--- src/rtl/ahbl_to_apb_if.sv ---
// Bus bundles for the AHB-lite to APB3 bridge.
//   ahbl_if : AHB-lite slave port as seen from a downstream splitter port.
//             master modport drives address/control/write data and the bus-wide
//             hready; slave modport returns hready_resp, hresp and hrdata.
//   apb_if  : APB3 requester/completer bundle. master modport drives
//             paddr/psel/penable/pwrite/pwdata; slave returns pready/prdata/pslverr.

interface ahbl_if #(
    parameter int unsigned W_HADDR = 32,
    parameter int unsigned W_DATA  = 32
);
    logic                hready;
    logic                hready_resp;
    logic                hresp;
    logic [W_HADDR-1:0]  haddr;
    logic                hwrite;
    logic [1:0]          htrans;
    logic [2:0]          hsize;
    logic [W_DATA-1:0]   hwdata;
    logic [W_DATA-1:0]   hrdata;

    modport master (
        output hready, haddr, hwrite, htrans, hsize, hwdata,
        input  hready_resp, hresp, hrdata
    );

    modport slave (
        input  hready, haddr, hwrite, htrans, hsize, hwdata,
        output hready_resp, hresp, hrdata
    );
endinterface

interface apb_if #(
    parameter int unsigned W_PADDR = 16,
    parameter int unsigned W_DATA  = 32
);
    logic [W_PADDR-1:0]  paddr;
    logic                psel;
    logic                penable;
    logic                pwrite;
    logic [W_DATA-1:0]   pwdata;
    logic                pready;
    logic [W_DATA-1:0]   prdata;
    logic                pslverr;

    modport master (
        output paddr, psel, penable, pwrite, pwdata,
        input  pready, prdata, pslverr
    );

    modport slave (
        input  paddr, psel, penable, pwrite, pwdata,
        output pready, prdata, pslverr
    );
endinterface

--- src/rtl/ahbl_to_apb.sv ---
// AHB-lite slave to APB3 master bridge. Each accepted AHB-lite transfer becomes
// one APB3 transfer; all AHB-side responses come from flops so nothing on the
// APB side reaches hready_resp/hresp/hrdata combinationally.
// Ports:
//   clk, rst : clock and synchronous active-high reset
//   ahbls    : AHB-lite slave port (ahbl_if.slave)
//   apbm     : APB3 master port (apb_if.master); pwdata is a straight wire from hwdata

module ahbl_to_apb #(
    parameter int unsigned W_HADDR = 32,
    parameter int unsigned W_PADDR = 16,
    parameter int unsigned W_DATA  = 32
) (
    input  logic   clk,
    input  logic   rst,
    ahbl_if.slave  ahbls,
    apb_if.master  apbm
);

    typedef enum logic [2:0] {
        S_IDLE   = 3'd0,
        S_SETUP  = 3'd1,
        S_ACCESS = 3'd2,
        S_RESP   = 3'd3,
        S_ERR0   = 3'd4,
        S_ERR1   = 3'd5
    } state_t;

    state_t              state_q, state_d;
    logic                psel_q, psel_d;
    logic                penable_q, penable_d;
    logic                pwrite_q, pwrite_d;
    logic                hready_resp_q, hready_resp_d;
    logic                hresp_q, hresp_d;
    logic [W_PADDR-1:0]  paddr_q, paddr_d;
    logic [W_DATA-1:0]   hrdata_q, hrdata_d;
    logic                accept_c;
    logic                unused_ok;

    // hsize, htrans[0] and the upper address bits carry no meaning for a full-word APB3 port
    assign unused_ok = ^{ahbls.hsize, ahbls.htrans[0], ahbls.haddr[W_HADDR-1:W_PADDR]};

    // New address phase: NONSEQ/SEQ while the bridge is in a state that can take one
    assign accept_c = ahbls.hready && ahbls.htrans[1] &&
                      (state_q == S_IDLE || state_q == S_RESP || state_q == S_ERR1);

    // Next state, captured address/data, and the registered outputs decoded from the next state
    always_comb begin
        state_d  = state_q;
        paddr_d  = paddr_q;
        pwrite_d = pwrite_q;
        hrdata_d = hrdata_q;

        case (state_q)
            S_IDLE, S_RESP, S_ERR1: state_d = accept_c ? S_SETUP : S_IDLE;
            S_SETUP:                state_d = S_ACCESS;
            S_ACCESS: begin
                // pslverr only counts on the completing ACCESS cycle
                if (apbm.pready) begin
                    if (!pwrite_q) begin
                        hrdata_d = apbm.prdata;
                    end
                    state_d = apbm.pslverr ? S_ERR0 : S_RESP;
                end
            end
            S_ERR0:                 state_d = S_ERR1;
            default:                state_d = S_IDLE;
        endcase

        if (accept_c) begin
            paddr_d  = ahbls.haddr[W_PADDR-1:0];
            pwrite_d = ahbls.hwrite;
        end

        psel_d        = (state_d == S_SETUP) || (state_d == S_ACCESS);
        penable_d     = (state_d == S_ACCESS);
        hready_resp_d = !((state_d == S_SETUP) || (state_d == S_ACCESS) || (state_d == S_ERR0));
        hresp_d       = (state_d == S_ERR0) || (state_d == S_ERR1);
    end

    // State and output registers
    always_ff @(posedge clk) begin
        if (rst) begin
            state_q       <= S_IDLE;
            psel_q        <= 1'b0;
            penable_q     <= 1'b0;
            pwrite_q      <= 1'b0;
            paddr_q       <= '0;
            hrdata_q      <= '0;
            hready_resp_q <= 1'b1;
            hresp_q       <= 1'b0;
        end else begin
            state_q       <= state_d;
            psel_q        <= psel_d;
            penable_q     <= penable_d;
            pwrite_q      <= pwrite_d;
            paddr_q       <= paddr_d;
            hrdata_q      <= hrdata_d;
            hready_resp_q <= hready_resp_d;
            hresp_q       <= hresp_d;
        end
    end

    assign apbm.paddr        = paddr_q;
    assign apbm.psel         = psel_q;
    assign apbm.penable      = penable_q;
    assign apbm.pwrite       = pwrite_q;
    assign apbm.pwdata       = ahbls.hwdata;
    assign ahbls.hready_resp = hready_resp_q;
    assign ahbls.hresp       = hresp_q;
    assign ahbls.hrdata      = hrdata_q;

endmodule
--- src/flat_wrapper.sv ---
// flat-port wrapper written by rule: the top's interface ports become plain ports
module ahbl_to_apb_flat 
#(
    parameter int unsigned W_HADDR = 32,
    parameter int unsigned W_PADDR = 16,
    parameter int unsigned W_DATA  = 32
)
  (clk, rst, ahbls_hready, ahbls_haddr, ahbls_hwrite, ahbls_htrans, ahbls_hsize, ahbls_hwdata, ahbls_hready_resp, ahbls_hresp, ahbls_hrdata, apbm_paddr, apbm_psel, apbm_penable, apbm_pwrite, apbm_pwdata, apbm_pready, apbm_prdata, apbm_pslverr);
  ahbl_if #(.W_HADDR(W_HADDR), .W_DATA(W_DATA)) ahbls_i ();
  apb_if #(.W_PADDR(W_PADDR), .W_DATA(W_DATA)) apbm_i ();
  input  logic clk;
  input  logic rst;
  input wire logic [$bits(ahbls_i.hready)-1:0] ahbls_hready;
  input wire logic [$bits(ahbls_i.haddr)-1:0] ahbls_haddr;
  input wire logic [$bits(ahbls_i.hwrite)-1:0] ahbls_hwrite;
  input wire logic [$bits(ahbls_i.htrans)-1:0] ahbls_htrans;
  input wire logic [$bits(ahbls_i.hsize)-1:0] ahbls_hsize;
  input wire logic [$bits(ahbls_i.hwdata)-1:0] ahbls_hwdata;
  output wire logic [$bits(ahbls_i.hready_resp)-1:0] ahbls_hready_resp;
  output wire logic [$bits(ahbls_i.hresp)-1:0] ahbls_hresp;
  output wire logic [$bits(ahbls_i.hrdata)-1:0] ahbls_hrdata;
  output wire logic [$bits(apbm_i.paddr)-1:0] apbm_paddr;
  output wire logic [$bits(apbm_i.psel)-1:0] apbm_psel;
  output wire logic [$bits(apbm_i.penable)-1:0] apbm_penable;
  output wire logic [$bits(apbm_i.pwrite)-1:0] apbm_pwrite;
  output wire logic [$bits(apbm_i.pwdata)-1:0] apbm_pwdata;
  input wire logic [$bits(apbm_i.pready)-1:0] apbm_pready;
  input wire logic [$bits(apbm_i.prdata)-1:0] apbm_prdata;
  input wire logic [$bits(apbm_i.pslverr)-1:0] apbm_pslverr;
  assign ahbls_i.hready = ahbls_hready;
  assign ahbls_i.haddr = ahbls_haddr;
  assign ahbls_i.hwrite = ahbls_hwrite;
  assign ahbls_i.htrans = ahbls_htrans;
  assign ahbls_i.hsize = ahbls_hsize;
  assign ahbls_i.hwdata = ahbls_hwdata;
  assign ahbls_hready_resp = ahbls_i.hready_resp;
  assign ahbls_hresp = ahbls_i.hresp;
  assign ahbls_hrdata = ahbls_i.hrdata;
  assign apbm_paddr = apbm_i.paddr;
  assign apbm_psel = apbm_i.psel;
  assign apbm_penable = apbm_i.penable;
  assign apbm_pwrite = apbm_i.pwrite;
  assign apbm_pwdata = apbm_i.pwdata;
  assign apbm_i.pready = apbm_pready;
  assign apbm_i.prdata = apbm_prdata;
  assign apbm_i.pslverr = apbm_pslverr;
  ahbl_to_apb #(.W_HADDR(W_HADDR), .W_PADDR(W_PADDR), .W_DATA(W_DATA)) u_core (.clk(clk), .rst(rst), .ahbls(ahbls_i), .apbm(apbm_i));
endmodule
--- config.mk ---
export PLATFORM = sky130hd
export DESIGN_NAME = ahbl_to_apb_flat
export DESIGN_NICKNAME = d
export VERILOG_FILES = /design/src/rtl/ahbl_to_apb_if.sv /design/src/rtl/ahbl_to_apb.sv /design/src/flat_wrapper.sv
export SDC_FILE = /design/constraint.sdc
export NUM_CORES = 1
export LEC_CHECK = 0
export BUFFER_PORTS_ARGS = -buffer_cell sky130_fd_sc_hd__buf_2
export CORE_MARGIN = 2
export CORE_UTILIZATION = 38
export DETAILED_ROUTE_END_ITERATION = 8
export PLACE_DENSITY = 0.82
export SKIP_CTS_REPAIR_TIMING = 1
export SKIP_LAST_GASP = 1
export SLEW_MARGIN = 20
export SYNTH_ARGS = -nofsm -noshare
export SYNTH_HDL_FRONTEND = slang
export SYNTH_SLANG_ARGS = --single-unit
--- constraint.sdc ---
create_clock -name clk -period 1.7 [get_ports clk]
set_clock_uncertainty 0.1 [all_clocks]
set_input_delay 0.085 -clock clk [delete_from_list [all_inputs] [get_ports clk]]
set_output_delay 0.085 -clock clk [all_outputs]
set_load 0.1 [all_outputs]
Word level (Yosys, flattened, before mapping)
Cells that the tools add are included.
{ "totals": {"register_bits": 56, "inputBits": 107, "wordCells": 33} }
{ "classes": {"eq_ne": 9, "n_mux": 4, "n_bitwise": 1, "n_reduce_logical": 11} }
{ "op_table": {"columns": ["operator", "n"], "rows": [
  ["$eq 3x3->1 const B", 4],
  ["$pmux 3 s4", 1],
  ["$eq 3x2->1 const B", 3],
  ["$eq 3x1->1 const B", 2],
  ["$mux 3", 2],
  ["$logic_or 1x1->1", 5],
  ["$logic_not 3->1", 1],
  ["$reduce_and 3->1", 1],
  ["$reduce_or 3->1", 1],
  ["$logic_and 1x1->1", 2],
  ["$logic_not 1->1", 1],
  ["$mux 1", 1],
  ["$not 1->1", 1]
]} }

Longest topological paths before layout
Gate-level depths: netlist of run 1.
{ "depth": {"word_depth": 10, "mapped_depth": 7, "depth_no_buf": 4} }

Worst setup path before layout of run 1
No wires, ideal clock.
{ "synth_timing": {"kind": "register to register", "startpoint": "reg u_core.pwrite_q, in the netlist u_core.apbm.pwrite", "endpoint": "reg u_core.hrdata_q[4], in the netlist u_core.ahbls.hrdata[4]", "setup_ns": 0.071, "arrival_ns": 1.664, "required_time_ns": 1.529, "setup_slack_ns": -0.135, "stages_incl_launch_ff": 6, "period_less_slack_ns": 1.835, "cell_sequence": "dfxtp_1 > or3_1 > buf_2 > buf_6 > nand2_1 > a21oi_1"} }
{ "synth_via": {"elab_chain_len": 2} }
{ "synth_rtl": {"columns": ["item", "line", "rtl"], "rows": [
  ["start, declared", "ahbl_to_apb.sv:32", "logic pwrite_q, pwrite_d;"],
  ["start signal, assigned", "ahbl_to_apb.sv:96", "pwrite_q <= pwrite_d;"],
  ["$not 1->1 (no source line)", null, null],
  ["$reduce_and 3->1 (no source line)", null, null],
  ["end signal, assigned", "ahbl_to_apb.sv:98", "hrdata_q <= hrdata_d;"],
  ["end, declared", "ahbl_to_apb.sv:36", "logic [W_DATA-1:0] hrdata_q, hrdata_d;"]
]} }
Every way passes these cells.
A chain may end at the register's enable or synchronous reset.

Final worst setup path of run 1
{ "layout_timing": {"startpoint": "reg u_core.state_q[1]", "endpoint": "reg u_core.paddr_q[4], in the netlist u_core.apbm.paddr[4]"} }
{ "layout_via": {"elab_chain_len": 4, "elab_cells_between_ends": 6, "classes_between": "eq/ne: 2; reduce/logical: 4"} }
{ "layout_rtl": {"columns": ["item", "line", "rtl"], "rows": [
  ["start, declared", "ahbl_to_apb.sv:29", "state_t state_q, state_d;"],
  ["start signal, assigned", "ahbl_to_apb.sv:93", "state_q <= state_d;"],
  ["$eq 3x2->1 / $logic_not 3->1 (equally long branches)", "ahbl_to_apb.sv:45", "(state_q == S_IDLE || state_q == S_RESP || state_q == S_ERR1);"],
  ["$logic_or 1x1->1", "ahbl_to_apb.sv:45", null],
  ["$logic_or 1x1->1 (*)", "ahbl_to_apb.sv:45", null],
  ["$logic_and 1x1->1 (*)", "ahbl_to_apb.sv:44", "assign accept_c = ahbls.hready && ahbls.htrans[1] &&"],
  ["end signal, assigned", "ahbl_to_apb.sv:97", "paddr_q <= paddr_d;"],
  ["end, declared", "ahbl_to_apb.sv:35", "logic [W_PADDR-1:0] paddr_q, paddr_d;"]
]} }
Every way passes the cells marked *; elsewhere a longest branch is shown, timed or not.

==> reports/results.ini, run 1 <==
[synth]
yosysMostFrequentCell = nand2_1
ys_seq_elements = 56
ys.flop_type = dfxtp_1
ys_async_sr_fraction_pct = 0
ys_top_cells_by_area = dfxtp_1, buf_4, nand2_1
synthTopCellsByCount = nand2_1, dfxtp_1, buf_4
synth_area_leader_cell = dfxtp_1
syn_nets = 367
syn_inst = 260
synthAdderAreaFrac_pct = 0
synth_mux_area_share_pct = 8.08
synth_area_um2 = 2290
synth_warnings = 0
synth_xor_area_share_pct = 0.382
ys_types = 27
seq_area_frac_synth_pct = 48.9
yosysTopAreaCellShare_pct = 48.9
synth_compound_area_share_pct = 9.12
avgSynthCellArea_um2 = 8.82
synth_top_family_by_area = simple AND/OR/NAND/NOR gates
synth_edf_count = 0
synth-simple-area-share_pct = 17.8

[clock_tree]
cts_tree = done
cts_root_buf = clkbuf_8
clkTransAtPathRegs_ps = 100
cts_buffers = 5
clk_latency_ps = 310
htreeDepth = 2
cts_buffer_depth = 2
cts.sinks = 56

[grt]
antenna_found_initial = 0
grt_use_total_pct = 14.6
grt_max_degree = 32
grt_overflow = 0
grt_pass1_vias = 1691
grt_pass1_wl_um = 7470

[cells_and_area]
final_cells = 459
layout-drive-gt1-share_pct = 33.6
multi_input_area_um2 = 832
antenna_cells = 0
fillCellCount = 517
area_growth_pct = 42.8
fin_nets = 490
seqCellArea_um2 = 1120

[die]
dieArea_um2 = 6670
die_width_um = 81.7
start_util_pct = 38.9
die_h_um = 81.7
boundaryPins = 192
fp-row-count = 28
coreArea_um2 = 5890

[routing]
wl_per_cell_um = 13.6
drc = 0
num_vias = 2153
antenna_left = 0
via_per_inst = 4.69
drt_iter0_drc = 85
wl_um = 6270
firstDrtPassIters = 4

[placement]
gp_congestion = 0.682
dpl.cell_count = 402
port-buffer-count = 107
dp_hpwl_um = 3920

[timing]
worst_slew_pin_slew_ps = 499
slew_violations = 0
fin_crit_sh_pct = 95.6
finalSetupViolations = 0
slew_headroom_pct = 67.0
setup_tns_ps = 0
hold_viol = 0
clock.fmax_ghz = 0.615
min_period_ps = 1630

[setup_path]
critPathBufInv = 1
start_kind = flip-flop
reg2regPathDepth = 5
path_cells = nand4b_1 > o22ai_4 > buf_12 > mux2i_1 > nor2_1
cp_max_fo = 11
r2r_start = u_core.state_q[1]$_SDFF_PP0_
crit_end = u_core.apbm.paddr[4]$_SDFFE_PP0P_
critPathCaptureType = flip-flop
worst-r2r-setup-slack_ps = 70
crit_required_ps = 1790
r2r_end = u_core.apbm.paddr[4]$_SDFFE_PP0P_
crit_family = flip-flops
cp.arrival_ps = 1720
critical_path.startpoint = u_core.state_q[1]$_SDFF_PP0_
cpMaxStageDelayCell = dfxtp_1
path_depth = 5
max_stage_delay_ps = 380
crit_type = flip-flop to flip-flop

[worst_hold_path]
holdCritPathClass = input port to flip-flop

[power]
ir_worst_vdd_v = 0.000586
total_power_w = 0.00286
p_leak_nw = 1.47
powerDensity_nw_per_um2 = 874

[outcome]
status = completed

[job]
maxCapViolCount = 0

==> cell type report <==
class,count,share of cell area [%]
Sequential cell,56,34.3
Timing Repair Buffer,164,34.3
Multi-Input combinational cell,155,25.4
Tap cell,75,2.87
Clock buffer,6,2.52
Clock inverter,2,0.420
Inverter,1,0.115
==> registers in the layout (all words and copies together) (netlist names) <==
name	flops
u_core.ahbls.hresp	1
u_core.ahbls.hready_resp	1
u_core.ahbls.hrdata	32
u_core.apbm.paddr	16
u_core.state_q	3
u_core.apbm.pwrite	1
u_core.apbm.penable	1
u_core.apbm.psel	1
==> through the flow <==
stage                     hold slack, ps  utilization, %  setup WS (ps)  cell area (µm²)
final                               12.3            55.6           74.2             3270
after detailed placement            70.7            45.5           19.6             2680
after global routing                5.05            55.6          -40.6             3270
after floorplan                      121               -            166             2290
after CTS                           -112            47.1           8.17             2770
after global placement              70.7            45.5            110             2680
==> cells in the final DEF (no fill, tap or decap) <==
cell type,count
dlygate4sd3_1,49
nor3_4,1
nor2_4,1
o21ai_1,1
or2_1,1
and2_1,1
o22ai_4,1
xor2_1,1
o22ai_1,1
clkbuf_8,6
dfxtp_1,54
nand4_1,1
nor2_1,20
nand3b_1,3
nand2_1,65
dfxtp_2,2
or3_1,1
buf_2,107
a21oi_1,32
inv_6,1
o2bb2ai_1,1
buf_4,5
inv_1,1
mux2i_1,17
buf_12,3
clkinv_2,1
nand4b_1,1
nand2b_1,2
a211oi_1,3
mux2_4,1
==> worst min-delay path by stage <==
| stage | from | endpoint | slack (ps) | depth (start not counted) |
|---|---|---|---|---|
| finish | apbm_pslverr | u_core.state_q[2]$_SDFF_PP0_ | 10 | 3 |
| global route | apbm_pslverr | u_core.state_q[2]$_SDFF_PP0_ | 5 | 3 |
| CTS | apbm_prdata[1] | u_core.ahbls.hrdata[1]$_SDFFE_PP0P_ | -110 | 3 |
| detailed placement | ahbls_hwdata[12] | apbm_pwdata[12] | 70 | 0 |
| global placement | ahbls_hwdata[12] | apbm_pwdata[12] | 70 | 0 |
| floorplan | apbm_prdata[0] | u_core.ahbls.hrdata[0]$_SDFFE_PP0P_ | 120 | 2 |
==> where the power goes <==
part	internal, W	switching (W)
clock	0.000334	0.000423
combinational	0.000229	0.000485
sequential	0.00136	0.0000279
==> per-layer routing <==
layer,vias up,track usage (%),share of wire (%)
li1,1055,-,-
met5,-,0,0
met3,15,4.73,7.0
met1,980,14.7,38
met4,0,6.00,1.4
met2,103,27.4,53
==> worst register-to-register path: stages, from the launching register on <==
cell and delay (ps):
dfxtp_1 380, nand4b_1 270, o22ai_4 290, buf_12 190, mux2i_1 220, nor2_1 70
==> logic make-up (layout without fill, tap and decap cells) <==
kind of cell	Yosys count	in the layout
AO/OA/AOI/OAI	39	39
XOR/XNOR	1	1
buffers and inverters	49	173
flip-flops	56	56
multiplexers	18	18
AND/OR/NAND/NOR	97	97
No activity file was read; power rests on OpenSTA's default activity.
==> run 2: changes to the inputs <==
Clock period 1.7 ns to 1.6 ns, I/O delays scaled along.
==> run 2 against run 1 <==
Compared with the run above:
- sequential cell count unchanged
- power grew 11%
- global-route usage increased by 0.28 points
- fmax increased by 2.9%
- sequential power increased by 6%
- critical path depth up 2
- utilization grew 1.8 points
- combinational power rose by 8.4%
- largest power group unchanged
- wire length up 3.7%
- final cell count up 1.1%
- critical path type unchanged
- die area unchanged
==> reports/results.ini, run 2 (synthesis gave the netlist of run 1 again) <==
[outcome]
status = completed

[power]
ir_worst_vdd_v = 0.000622  ; +6.2%
p_leak_nw = 1.51  ; +2.9%
powerDensity_nw_per_um2 = 936  ; +7.1%

[setup_path]
critPathCaptureType = flip-flop
crit_type = flip-flop to flip-flop
cpMaxStageDelayCell = dfxtp_2
max_stage_delay_ps = 350  ; -30 ps
crit_required_ps = 1740  ; -50 ps
path_cells = nand3b_1 > buf_4 > nor3_4 > buf_12 > clkbuf_16 > nand2_1 > a21oi_1
r2r_start = u_core.state_q[2]$_SDFF_PP0_
r2r_end = u_core.ahbls.hrdata[6]$_SDFFE_PP0P_
cp_max_fo = 15  ; +4
cp.arrival_ps = 1720  ; about the same
worst-r2r-setup-slack_ps = 20  ; -50 ps
reg2regPathDepth = 7  ; +2
start_kind = flip-flop

[clock_tree]
clk_latency_ps = 310  ; about the same
cts_buffer_depth = 2  ; unchanged
cts_root_buf = clkbuf_8
cts.sinks = 56  ; unchanged
cts_tree = done
cts_buffers = 5  ; unchanged
clkTransAtPathRegs_ps = 90  ; about the same
htreeDepth = 2  ; unchanged

[routing]
antenna_left = 0  ; unchanged
firstDrtPassIters = 4  ; unchanged
drc = 0  ; unchanged
via_per_inst = 4.77  ; +1.6%
num_vias = 2211  ; +2.7%
wl_per_cell_um = 14.0  ; +2.6%
drt_iter0_drc = 71  ; -16%
wl_um = 6500  ; +3.7%

[cells_and_area]
fin_area_um2 = 3380  ; +3.2%
antenna_cells = 0  ; unchanged
largest_register_ffs = 32  ; unchanged
layout_commonest_cell = buf_2
fin_nets = 495  ; +1.0%
layout-drive-gt1-share_pct = 35.7  ; +2.1 points
area_growth_pct = 47.4
utilization_pct = 57.4  ; +1.8 points
fillCellCount = 496  ; -4.1%
layout_common_cells = buf_2, nand2_1, dfxtp_1, dlygate4sd3_1, a21oi_1

[worst_hold_path]
hold_start = apbm_pready
hold_end = u_core.state_q[2]$_SDFF_PP0_
holdCritPathClass = input port to flip-flop
hold_path_depth = 3  ; unchanged

[timing]
worst_slew_pin_slew_ps = 501  ; +2.36 ps
min_period_ps = 1580  ; -45.9 ps
slew_violations = 0  ; unchanged
fin_crit_sh_pct = 98.7  ; +3.1 points
finalSetupViolations = 0  ; unchanged
rsz0062_at_grt = yes
clock.fmax_ghz = 0.633  ; +2.9%
holdWs_ps = 13.6  ; +1.32 ps
hold_viol = 0  ; unchanged
setup_tns_ps = 0  ; unchanged
slew_headroom_pct = 66.8  ; -0.16 points

[grt]
grt_max_degree = 32  ; unchanged
grt_use_total_pct = 14.8  ; +0.28 points
grt_pass1_vias = 1736  ; +2.7%
grt_pass1_wl_um = 7640  ; +2.3%
grt_overflow = 0  ; unchanged
antenna_found_initial = 0  ; unchanged

[placement]
place_area_um2 = 2680  ; about the same
gp_congestion = 0.667  ; -2.2%
dp_hpwl_um = 3870  ; -1.5%
port-buffer-count = 107  ; unchanged

[die]
boundaryPins = 192  ; unchanged
start_util_pct = 38.9  ; unchanged
die_width_um = 81.7  ; unchanged
fp-row-count = 28  ; unchanged
dieArea_um2 = 6670  ; unchanged
coreArea_um2 = 5890  ; unchanged
die_h_um = 81.7  ; unchanged

[job]
maxCapViolCount = 0  ; unchanged

==> run 2: worst max-delay path: cells and delay by family, from the launching register on <==
family / cells / cell delay, ps
buffers and inverters: 3 / 470
flip-flops: 1 / 350
AO/OA/AOI/OAI: 1 / 110
AND/OR/NAND/NOR: 3 / 470
==> run 2: area by class of cell <==
cell class / count / area, µm² / share of cell area (%)
sequential: 56 / 1120 / 33.3
inverter: 1 / 3.75 / 0.111
multi-input combinational: 155 / 853 / 25.2
clock inverter: 2 / 35.0 / 1.04
tap: 75 / 93.8 / 2.78
timing repair buffer: 169 / 1200 / 35.4
clock buffer: 6 / 72.6 / 2.15
==> run 2: worst max path at each step <==
stage,from,endpoint,slack [ps],depth (start not counted)
floorplan,u_core.apbm.pwrite$_SDFFE_PP0P_,u_core.ahbls.hrdata[0]$_SDFFE_PP0P_,70,5
detailed placement,u_core.state_q[1]$_SDFF_PP0_,u_core.apbm.paddr[15]$_SDFFE_PP0P_,-30,5
global route,u_core.state_q[1]$_SDFF_PP0_,u_core.apbm.paddr[2]$_SDFFE_PP0P_,-90,5
global placement,u_core.state_q[1]$_SDFF_PP0_,u_core.apbm.pwrite$_SDFFE_PP0P_,30,5
finish,u_core.state_q[2]$_SDFF_PP0_,u_core.ahbls.hrdata[6]$_SDFFE_PP0P_,20,7
CTS,u_core.state_q[1]$_SDFF_PP0_,u_core.apbm.paddr[15]$_SDFFE_PP0P_,-30,5
==> run 2: layer usage <==
layer / vias to the layer above / track usage [%] / share of wire (%)
li1: 1063 / - / -
met1: 1017 / 15.2 / 38
met2: 118 / 28.4 / 53
met3: 13 / 4.51 / 8.1
met4: 0 / 5.17 / 1.2
met5: - / 0 / 0
==> run 2: power breakdown <==
group	internal (W)	switching [W]
clock	0.000465	0.000449
sequential	0.00145	0.0000290
combinational	0.000252	0.000523
==> run 2: metrics by stage <==
stage,setup slack [ps],total power (W),std cells
detailed placement,-25.7,0.00216,404
global placement,31.7,0.00215,404
global route,-87.6,0.00328,464
CTS,-28.4,0.00307,412
floorplan,66.1,0.00239,260
finish,20.1,0.00316,464
==> run 3: changes to the inputs <==
Settings changed: CELL_PAD_IN_SITES_DETAIL_PLACEMENT set to 0, CELL_PAD_IN_SITES_GLOBAL_PLACEMENT set to 1, CORE_UTILIZATION 38 to 25, PLACE_DENSITY 0.82 to 0.81.
==> run 3 against run 2 <==
Compared with the run above:
- final area is 0.15% higher
- largest power group unchanged
- utilization is 19 points lower
- critical path depth is 2 lower
- sequential cell count stayed put
- register-to-register slack hardly changed
- fmax is 0.26% higher
- critical path type unchanged
- die area is 49% higher
- via count is 5.9% lower
==> reports/results.ini, run 3 (synthesis gave the netlist of run 1 again) <==
[die]
coreArea_um2 = 8810  ; +50%
start_util_pct = 26.0  ; -13 points
boundaryPins = 192  ; unchanged
die_h_um = 99.8  ; +22%
die_width_um = 99.8  ; +22%
dieArea_um2 = 9950  ; +49%
fp-row-count = 34  ; +21%

[job]
maxCapViolCount = 0  ; unchanged

[grt]
grt_pass1_wl_um = 8120  ; +6.3%
grt_pass1_vias = 1762  ; +1.5%
grt_overflow = 0  ; unchanged
grt_use_total_pct = 10.1  ; -4.7 points
grt_max_degree = 22  ; -31%
antenna_found_initial = 0  ; unchanged

[timing]
worst_slew_pin_slew_ps = 497  ; -3.41 ps
rsz0062_at_grt = yes
hold_viol = 0  ; unchanged
clock.fmax_ghz = 0.635  ; +0.26%
slew_headroom_pct = 67.1  ; +0.23 points
fin_crit_sh_pct = 98.5  ; -0.26 points
holdWs_ps = 20.7  ; +7.11 ps
min_period_ps = 1580  ; -4.17 ps
slew_violations = 0  ; unchanged
setup_tns_ps = 0  ; unchanged
finalSetupViolations = 0  ; unchanged

[routing]
via_per_inst = 4.19  ; -12%
wl_um = 5840  ; -10%
drc = 0  ; unchanged
drt_iter0_drc = 62  ; -13%
wl_per_cell_um = 11.8  ; -16%
firstDrtPassIters = 4  ; unchanged
antenna_left = 0  ; unchanged
num_vias = 2080  ; -5.9%

[cells_and_area]
area_growth_pct = 47.7
antenna_cells = 0  ; unchanged
utilization_pct = 38.4  ; -19 points
fin_nets = 495  ; unchanged
layout_commonest_cell = buf_2
layout-drive-gt1-share_pct = 34.7  ; -1.0 points
fillCellCount = 897  ; +81%
largest_register_ffs = 32  ; unchanged
layout_common_cells = buf_2, nand2_1, dfxtp_1, dlygate4sd3_1, a21oi_1

[setup_path]
cp.arrival_ps = 1680  ; -40 ps
start_kind = flip-flop
crit_type = flip-flop to flip-flop
cp_max_fo = 8  ; -7
crit_required_ps = 1700  ; -40 ps
critPathCaptureType = flip-flop

[clock_tree]
cts.sinks = 56  ; unchanged
clk_latency_ps = 310  ; about the same
clkTransAtPathRegs_ps = 110  ; +20 ps
cts_buffer_depth = 2  ; unchanged
cts_root_buf = clkbuf_8
cts_buffers = 5  ; unchanged
htreeDepth = 2  ; unchanged
cts_tree = done

[placement]
dp_hpwl_um = 3860  ; -0.20%
gp_congestion = 0.762  ; +14%
port-buffer-count = 107  ; unchanged

[power]
ir_worst_vdd_v = 0.000518  ; -17%
powerDensity_nw_per_um2 = 942  ; +0.65%
p_leak_nw = 1.50  ; -0.59%

[outcome]
status = completed

[worst_hold_path]
holdCritPathClass = input port to flip-flop

==> run 3: worst max-delay path: stages (launching register included) <==
cell and delay (ps):
dfxtp_1 360, nand3b_1 210, o22ai_4 320, clkbuf_16 230
mux2i_1 200, nor2_1 60
==> run 3: worst paths after layout <==
kind / startpoint / slack [ps] / depth (start not counted) / to
worst max-delay path: u_core.state_q[2]$_SDFF_PP0_ / 20 / 5 / u_core.apbm.paddr[13]$_SDFFE_PP0P_
worst min register to register: u_core.ahbls.hrdata[17]$_SDFFE_PP0P_ / 360 / 2 / u_core.ahbls.hrdata[17]$_SDFFE_PP0P_
worst min-delay path: apbm_pslverr / 20 / 3 / u_core.ahbls.hresp$_SDFF_PP0_
worst max register to register: u_core.state_q[2]$_SDFF_PP0_ / 20 / 5 / u_core.apbm.paddr[13]$_SDFFE_PP0P_
==> run 3: metal layers <==
metal  routed length, µm  track usage [%]
met4                 108             4.00
met2                2890             17.1
met1                2420             11.5
met5                   0                0
met3                 428             3.87
==> run 3: cell type report <==
cell class	count	area [µm²]	share of cell area [%]
inverter	1	3.75	0.111
clock buffer	5	68.8	2.03
timing repair buffer	169	1170	34.7
clock inverter	3	46.3	1.37
multi-input combinational	155	832	24.6
sequential	56	1120	33.2
tap	108	135	3.99
==> run 3: through the flow <==
step | setup WS (ps) | power (W) | cell area, µm² | std cells
2_1_floorplan | 66.1 | 0.00239 | 2290 | 260
3_3_place_gp | 51.7 | 0.00216 | 2730 | 438
3_5_place_dp | -7.29 | 0.00216 | 2730 | 438
4_1_cts | -45.4 | 0.00314 | 2840 | 446
5_1_grt | -57.2 | 0.00335 | 3380 | 497
6_report | 24.3 | 0.00319 | 3380 | 497
==> run 3: power breakdown <==
part           leakage [nW]  internal [W]  total [W]  switching, W
logic                 0.990      0.000254   0.000766      0.000512
clock network        0.0548      0.000472   0.000949      0.000477
registers             0.456       0.00145    0.00147     0.0000280
